==> config.mk <==
export PLATFORM = sky130hd
export DESIGN_NAME = if_fetch
export DESIGN_NICKNAME = d
export VERILOG_FILES = /design/src/rtl/if_fetch_pkg.sv /design/src/rtl/if_hold_buf.sv /design/src/rtl/if_fetch.sv
export SDC_FILE = /design/constraint.sdc
export NUM_CORES = 1
export LEC_CHECK = 0
export BUFFER_PORTS_ARGS = -buffer_cell sky130_fd_sc_hd__buf_4
export CAP_MARGIN = 10
export CELL_PAD_IN_SITES_DETAIL_PLACEMENT = 0
export CELL_PAD_IN_SITES_GLOBAL_PLACEMENT = 2
export CORE_MARGIN = 4
export CORE_UTILIZATION = 33
export DETAILED_ROUTE_END_ITERATION = 8
export HOLD_SLACK_MARGIN = 0.15
export PLACE_DENSITY = 0.91
export REMOVE_ABC_BUFFERS = 1
export SYNTH_ARGS = -nofsm -noshare
export SYNTH_HDL_FRONTEND = slang
export SYNTH_SLANG_ARGS = --single-unit
==> constraint.sdc <==
create_clock -name clk -period 3.55 [get_ports clk]
set_input_delay 0.1775 -clock clk [delete_from_list [all_inputs] [get_ports clk]]
set_output_delay 0.1775 -clock clk [all_outputs]
set_load 0.01 [all_outputs]
==> src/rtl/if_fetch_pkg.sv <==
// Shared definitions for the instruction-fetch stage: bubble encoding,
// fetch FSM state encoding and the redirect-priority selector.
package if_fetch_pkg;

  // addi x0,x0,0 -- placed in IF/ID whenever it carries no real instruction
  localparam logic [31:0] NOP_INST = 32'h0000_0013;

  typedef enum logic [2:0] {
    S_IDLE,
    S_REQ,
    S_WAIT,
    S_HOLD,
    S_DROP
  } fetch_state_e;

  typedef struct packed {
    logic        valid;
    logic [31:0] target;
  } redirect_t;

  // Trap beats resolved branch beats early branch; target forced word aligned.
  function automatic redirect_t redirect_sel(
    input logic        trap_v,
    input logic [31:0] trap_pc,
    input logic        br_v,
    input logic [31:0] br_pc,
    input logic        early_v,
    input logic [31:0] early_pc
  );
    redirect_t r;
    r.valid = trap_v | br_v | early_v;
    if (trap_v)    r.target = trap_pc;
    else if (br_v) r.target = br_pc;
    else           r.target = early_pc;
    r.target[1:0] = 2'b00;
    return r;
  endfunction

endpackage

==> src/rtl/if_hold_buf.sv <==
// One-entry holding register for an instruction that arrives while decode
// is stalled. Clear wins over load.
module if_hold_buf #(
  parameter int W = 32
) (
  input  logic         clk,
  input  logic         rst,
  input  logic         load_i,
  input  logic         clear_i,
  input  logic [W-1:0] data_i,
  output logic [W-1:0] data_o,
  output logic         full_o
);

  logic         full_q;
  logic [W-1:0] data_q;

  // Occupancy flag: the only state that must be defined out of reset
  always_ff @(posedge clk or negedge rst) begin
    if (!rst)         full_q <= 1'b0;
    else if (clear_i) full_q <= 1'b0;
    else if (load_i)  full_q <= 1'b1;
  end

  // Payload is only meaningful while full_q is set
  always_ff @(posedge clk) begin
    if (load_i) data_q <= data_i;
  end

  assign data_o = data_q;
  assign full_o = full_q;

endmodule

==> src/rtl/if_fetch.sv <==
// RV32I instruction-fetch stage: owns the fetch PC, runs a single-outstanding
// request/grant/response protocol to instruction memory and fills IF/ID.
module if_fetch
  import if_fetch_pkg::*;
#(
  parameter logic [31:0] RESET_PC = 32'h0000_0000,
  parameter logic [31:0] NOP_INST = if_fetch_pkg::NOP_INST
) (
  input  logic        clk,
  input  logic        rst,
  input  logic        keep,
  input  logic        redirect_trap,
  input  logic [31:0] trap_pc,
  input  logic        redirect_br,
  input  logic [31:0] br_pc,
  input  logic        redirect_early,
  input  logic [31:0] early_pc,
  output logic        imem_req,
  output logic [31:0] imem_addr,
  input  logic        imem_gnt,
  input  logic        imem_rvalid,
  input  logic [31:0] imem_rdata,
  output logic [31:0] PC_pype0,
  output logic [31:0] PCp4_pype0,
  output logic [31:0] Instraction_pype,
  output logic        if_valid
);

  fetch_state_e state_q;
  logic [31:0]  pc_q;
  logic [31:0]  pc_inc;
  redirect_t    rd;

  logic         deliver_wait, deliver_hold;
  logic         buf_load, buf_clear, buf_full;
  logic [31:0]  buf_data;

  logic [31:0]  pc_id_q, pcp4_id_q, inst_id_q;
  logic         vld_id_q;
  logic [31:0]  pc_id_d, pcp4_id_d, inst_id_d;
  logic         vld_id_d;

  assign rd     = redirect_sel(redirect_trap, trap_pc, redirect_br, br_pc,
                               redirect_early, early_pc);
  assign pc_inc = pc_q + 32'd4;

  // A response reaches decode either straight from memory or from the buffer
  assign deliver_wait = (state_q == S_WAIT) && imem_rvalid && !keep && !rd.valid;
  assign deliver_hold = (state_q == S_HOLD) && buf_full && !keep && !rd.valid;
  assign buf_load     = (state_q == S_WAIT) && imem_rvalid && keep && !rd.valid;
  assign buf_clear    = (state_q == S_HOLD) && (rd.valid || !keep);

  if_hold_buf #(.W(32)) u_hold (
    .clk     (clk),
    .rst     (rst),
    .load_i  (buf_load),
    .clear_i (buf_clear),
    .data_i  (imem_rdata),
    .data_o  (buf_data),
    .full_o  (buf_full)
  );

  // Request issue; the next request goes out in the same cycle a response is
  // consumed so a same-cycle-grant memory sustains one instruction per cycle
  always_comb begin
    imem_req  = 1'b0;
    imem_addr = pc_q;
    case (state_q)
      S_REQ:   imem_req = 1'b1;
      S_WAIT: begin
        if (deliver_wait) begin
          imem_req  = 1'b1;
          imem_addr = pc_inc;
        end
      end
      default: imem_req = 1'b0;
    endcase
  end

  // Fetch FSM and architectural fetch PC
  always_ff @(posedge clk or negedge rst) begin
    if (!rst) begin
      state_q <= S_IDLE;
      pc_q    <= RESET_PC;
    end else begin
      case (state_q)
        S_IDLE: begin
          if (rd.valid) pc_q <= rd.target;
          state_q <= S_REQ;
        end
        S_REQ: begin
          if (rd.valid) pc_q <= rd.target;
          if (imem_gnt) state_q <= rd.valid ? S_DROP : S_WAIT;
        end
        S_WAIT: begin
          if (imem_rvalid) begin
            if (rd.valid) begin
              pc_q    <= rd.target;
              state_q <= S_REQ;
            end else if (keep) begin
              state_q <= S_HOLD;
            end else begin
              pc_q    <= pc_inc;
              state_q <= imem_gnt ? S_WAIT : S_REQ;
            end
          end else if (rd.valid) begin
            pc_q    <= rd.target;
            state_q <= S_DROP;
          end
        end
        S_HOLD: begin
          if (rd.valid) begin
            pc_q    <= rd.target;
            state_q <= S_REQ;
          end else if (!keep) begin
            pc_q    <= pc_inc;
            state_q <= S_REQ;
          end
        end
        S_DROP: begin
          if (rd.valid)    pc_q    <= rd.target;
          if (imem_rvalid) state_q <= S_REQ;
        end
        default: state_q <= S_IDLE;
      endcase
    end
  end

  // IF/ID next value: flush beats stall, stall holds, otherwise load or bubble
  always_comb begin
    pc_id_d   = pc_id_q;
    pcp4_id_d = pcp4_id_q;
    inst_id_d = inst_id_q;
    vld_id_d  = vld_id_q;
    if (rd.valid) begin
      inst_id_d = NOP_INST;
      vld_id_d  = 1'b0;
    end else if (!keep) begin
      if (deliver_wait || deliver_hold) begin
        pc_id_d   = pc_q;
        pcp4_id_d = pc_inc;
        inst_id_d = deliver_wait ? imem_rdata : buf_data;
        vld_id_d  = 1'b1;
      end else begin
        inst_id_d = NOP_INST;
        vld_id_d  = 1'b0;
      end
    end
  end

  // IF/ID pipeline register
  always_ff @(posedge clk or negedge rst) begin
    if (!rst) begin
      pc_id_q   <= 32'h0;
      pcp4_id_q <= 32'h0;
      inst_id_q <= NOP_INST;
      vld_id_q  <= 1'b0;
    end else begin
      pc_id_q   <= pc_id_d;
      pcp4_id_q <= pcp4_id_d;
      inst_id_q <= inst_id_d;
      vld_id_q  <= vld_id_d;
    end
  end

  assign PC_pype0         = pc_id_q;
  assign PCp4_pype0       = pcp4_id_q;
  assign Instraction_pype = inst_id_q;
  assign if_valid         = vld_id_q;

endmodule

==> flow_metrics.py <==
metrics = {
    "status": {
        "outcome": "finished clean",
    },
    "route": {
        "vias": 7539,
        "drc_errors": 0,
        "drt-pass1-iter-count": 5,
        "routed_via_density": 4.996,
        "drt_iter0_markers": 464,
        "finalWirelength_um": 27920,
        "ant_nets": 0,
        "avgRoutedWirePerCell_um": 18.50,
    },
    "timing": {
        "drv_slew": 0,
        "slew_headroom": 0.3377,
        "finalClockSkew_ps": 15.50,
        "fin_crit_sh": 0.9074,
        "fin_tns_setup_ps": 0,
        "finalHoldViolations": 0,
        "worst_pin_slew_ps": 993.5,
        "rsz0062_at_grt": "no",
        "fmax_ghz": 0.3104,
        "setup_viol_count_final": 0,
        "period_needed_ps": 3221,
    },
    "global_routing": {
        "grt_overflow": 0,
        "grt_pass1_vias": 7455,
        "grt_max_degree": 77,
        "grt_usage": 0.1927,
        "grt_pass1_wl_um": 43050,
        "grt_antenna_before_repair": 0,
    },
    "critical_path": {
        "cp-startpoint": "state_q[2]$_DFFE_PN0P_",
        "slowest_stage": "nor4bb_1",
        "cp-start-kind": "register",
        "path_cells": "nor4bb_1 -> nand2_2 -> nor3_1 -> nand3_1 -> xnor2_1 -> buf_4",
        "critPathCaptureType": "output pin",
        "max_stage_delay_ps": 740,
        "critPathRequiredTime_ps": 3370,
        "crit_family": "simple AND/OR/NAND/NOR gates",
        "worstSetupPathType": "reg -> out",
        "worstPathMaxFanout": 15,
        "cp.arrival_ps": 3040,
        "path_depth": 6,
        "rr_worst_depth": 6,
        "critical_path_buf_inv_count": 1,
        "r2r_start": "pc_q[2]$_DFFE_PN0P_",
    },
    "hold_path": {
        "min_from": "trap_pc[16]",
        "hp-class": "in -> reg",
        "worstHoldPathCells": 5,
    },
    "yosys": {
        "synth-seq-cells": 163,
        "yosysWarnings": 0,
        "ys_types": 58,
        "syn_area_per_cell_um2": 9.346,
        "synthArstFlopShare": 0.8037,
        "syn_inst": 913,
        "synth_edf_count": 32,
        "yosys-top-cells-area": "dfrtp_1 38%, edfxtp_1 11%, nand2_1 9.4%, mux2i_1 5.7%, o21ai_0 5.7%",
        "synth_area_mm2": 0.008533,
        "ys_seq_area_frac": 0.4972,
        "synthFlopType": "dfrtp_1",
        "yosysTopAreaCell": "dfrtp_1",
        "synth_top_area_frac": 0.3754,
    },
    "floorplanning": {
        "die_x_um": 168.8,
        "die_h_um": 168.8,
        "fp.dieArea_mm2": 0.02850,
        "core_area_mm2": 0.02533,
        "pin_count": 266,
        "fp-row-count": 58,
        "start_util": 0.3369,
    },
    "finish": {
        "layout.nets": 1303,
        "finalNonFillerCells": 1509,
        "n_antenna_cell": 0,
        "area_delta_synth_final_pct": 37.05,
        "drive_gt1_frac": 0.2901,
    },
    "flow_run": {
        "cap_violations": 0,
    },
    "clocking": {
        "cts_root_buf": "clkbuf_16",
        "cts_max_path_buffers": 2,
        "post_cts_resize_count": 0,
        "cts_tree": "built",
        "clk_latency_ps": 430,
        "clkSinkCount": 163,
        "cts_setup_buffers": 0,
        "cts_made_buffers": 17,
        "htreeDepth": 4,
        "cts.clk_slew.worst_paths_ps": 70,
    },
    "power_and_ir_drop": {
        "p_leak_nw": 5.449,
        "peakVddDrop_v": 0.0002789,
        "power_density_mw_per_mm2": 478.9,
    },
    "place": {
        "gp_congestion": 0.7792,
        "portBuffers": 259,
        "placedCellCount": 1435,
        "post-dp-hpwl_um": 19500,
    },
}
## per-stage QoR
step                cell area (µm²)  worst slack, ps  total power (W)  hold WS, ps  utilization
detailed placement            10680            805.3         0.003765        289.9       0.4216
floorplan                      8169            306.1         0.003030       -118.1            -
global placement              10680            806.7         0.003751        279.5       0.4216
finish                        11700            328.8         0.005601        186.6       0.4618
CTS                           11700            327.4         0.005662        170.0       0.4618
global route                  11700            162.8         0.005899        192.7       0.4618
## cells in the final DEF (no fill, tap or decap), drive strengths merged, types with 15 or more instances in the layout
master,Yosys,final
buf,24,274
nand2,213,213
dfrtp,128,128
o21ai,100,100
mux2i,49,49
nor2,47,47
dlygate4sd3,0,42
xnor2,33,33
edfxtp,32,32
a21oi,29,29
xor2,24,24
mux2,17,17
clkbuf,58,17
inv,11,17
nor3,15,15
nand3,15,15
## power by group
group	internal (W)	switching (W)	total, W
sequential	0.00205	0.000375	0.00243
clock	0.000946	0.000893	0.00184
combinational	0.000655	0.000678	0.00133
## flip-flops by register name, summed over array words and instances, names as in the netlist
name,cells
PC_pype0,32
u_hold.data_o,32
Instraction_pype,32
PCp4_pype0,30
u_hold.full_o,1
if_valid,1
pc_q,32
state_q,3
## Yosys cell counts (15+ instances only)
master    number
xnor2_1       33
nor3_1        15
o21ai_0       98
dfrtp_1      128
mux2i_1       49
a21oi_1       29
mux2_2        17
nand2_1      213
clkbuf_1      58
xor2_1        24
nand3_1       15
nor2_1        47
edfxtp_1      32
## cells by family (layout without fill, tap and decap cells)
kind of cell	after synthesis	count (layout)	synth area share
xor gates and xnor gates	57	57	0.05850
and+or+nand+nor	350	350	0.1823
adders and majority gates	1	1	0.001466
muxes	66	66	0.07991
buffers and inverters	93	359	0.04751
DFF	163	163	0.4972
AOI/OAI and AO/OA	183	183	0.1331
## worst min-delay path: cells and delay by family
family	cells	cell delay, ps
compound gates	3	270
buf+inv	1	80
simple gates	1	40
## path summary, 6_finish.rpt
kind	endpoint	slack [ps]
min in group asynchronous	Instraction_pype[18]$_DFFE_PN0N_	360
worst min register to register	PC_pype0[15]$_DFFE_PN0P_	470
worst max register to register	pc_q[30]$_DFFE_PN0P_	970
worst min-delay path	pc_q[16]$_DFFE_PN0P_	190
worst max-delay path	imem_addr[21]	330
max in group asynchronous	pc_q[14]$_DFFE_PN0P_	2370
## metal layers
metal	vias to the layer above	GRT usage	wire length, µm
met2	229	0.3054	13040
met5	-	0	0
met1	3613	0.2699	12660
li1	3672	-	-
met3	25	0.03643	1650
met4	0	0.05646	567
## final cells by class
| class | count | area [µm²] |
|---|---|---|
| fill | 2423 | 13630 |
| sequential | 163 | 4243 |
| multi-input combinational | 657 | 3909 |
| timing repair buffer | 316 | 2494 |
| clock buffer | 17 | 425.4 |
| tap | 330 | 412.9 |
| clock inverter | 15 | 170.2 |
| inverter | 11 | 41.29 |
## repair_timing
| item | 4_1_cts | 5_1_grt |
|---|---|---|
| endpoints found under the hold margin | 144 | 0 |
| setup endpoints to repair | 0 | 0 |
| hold buffers | 42 | 0 |
(Power assumes the default switching activity.)
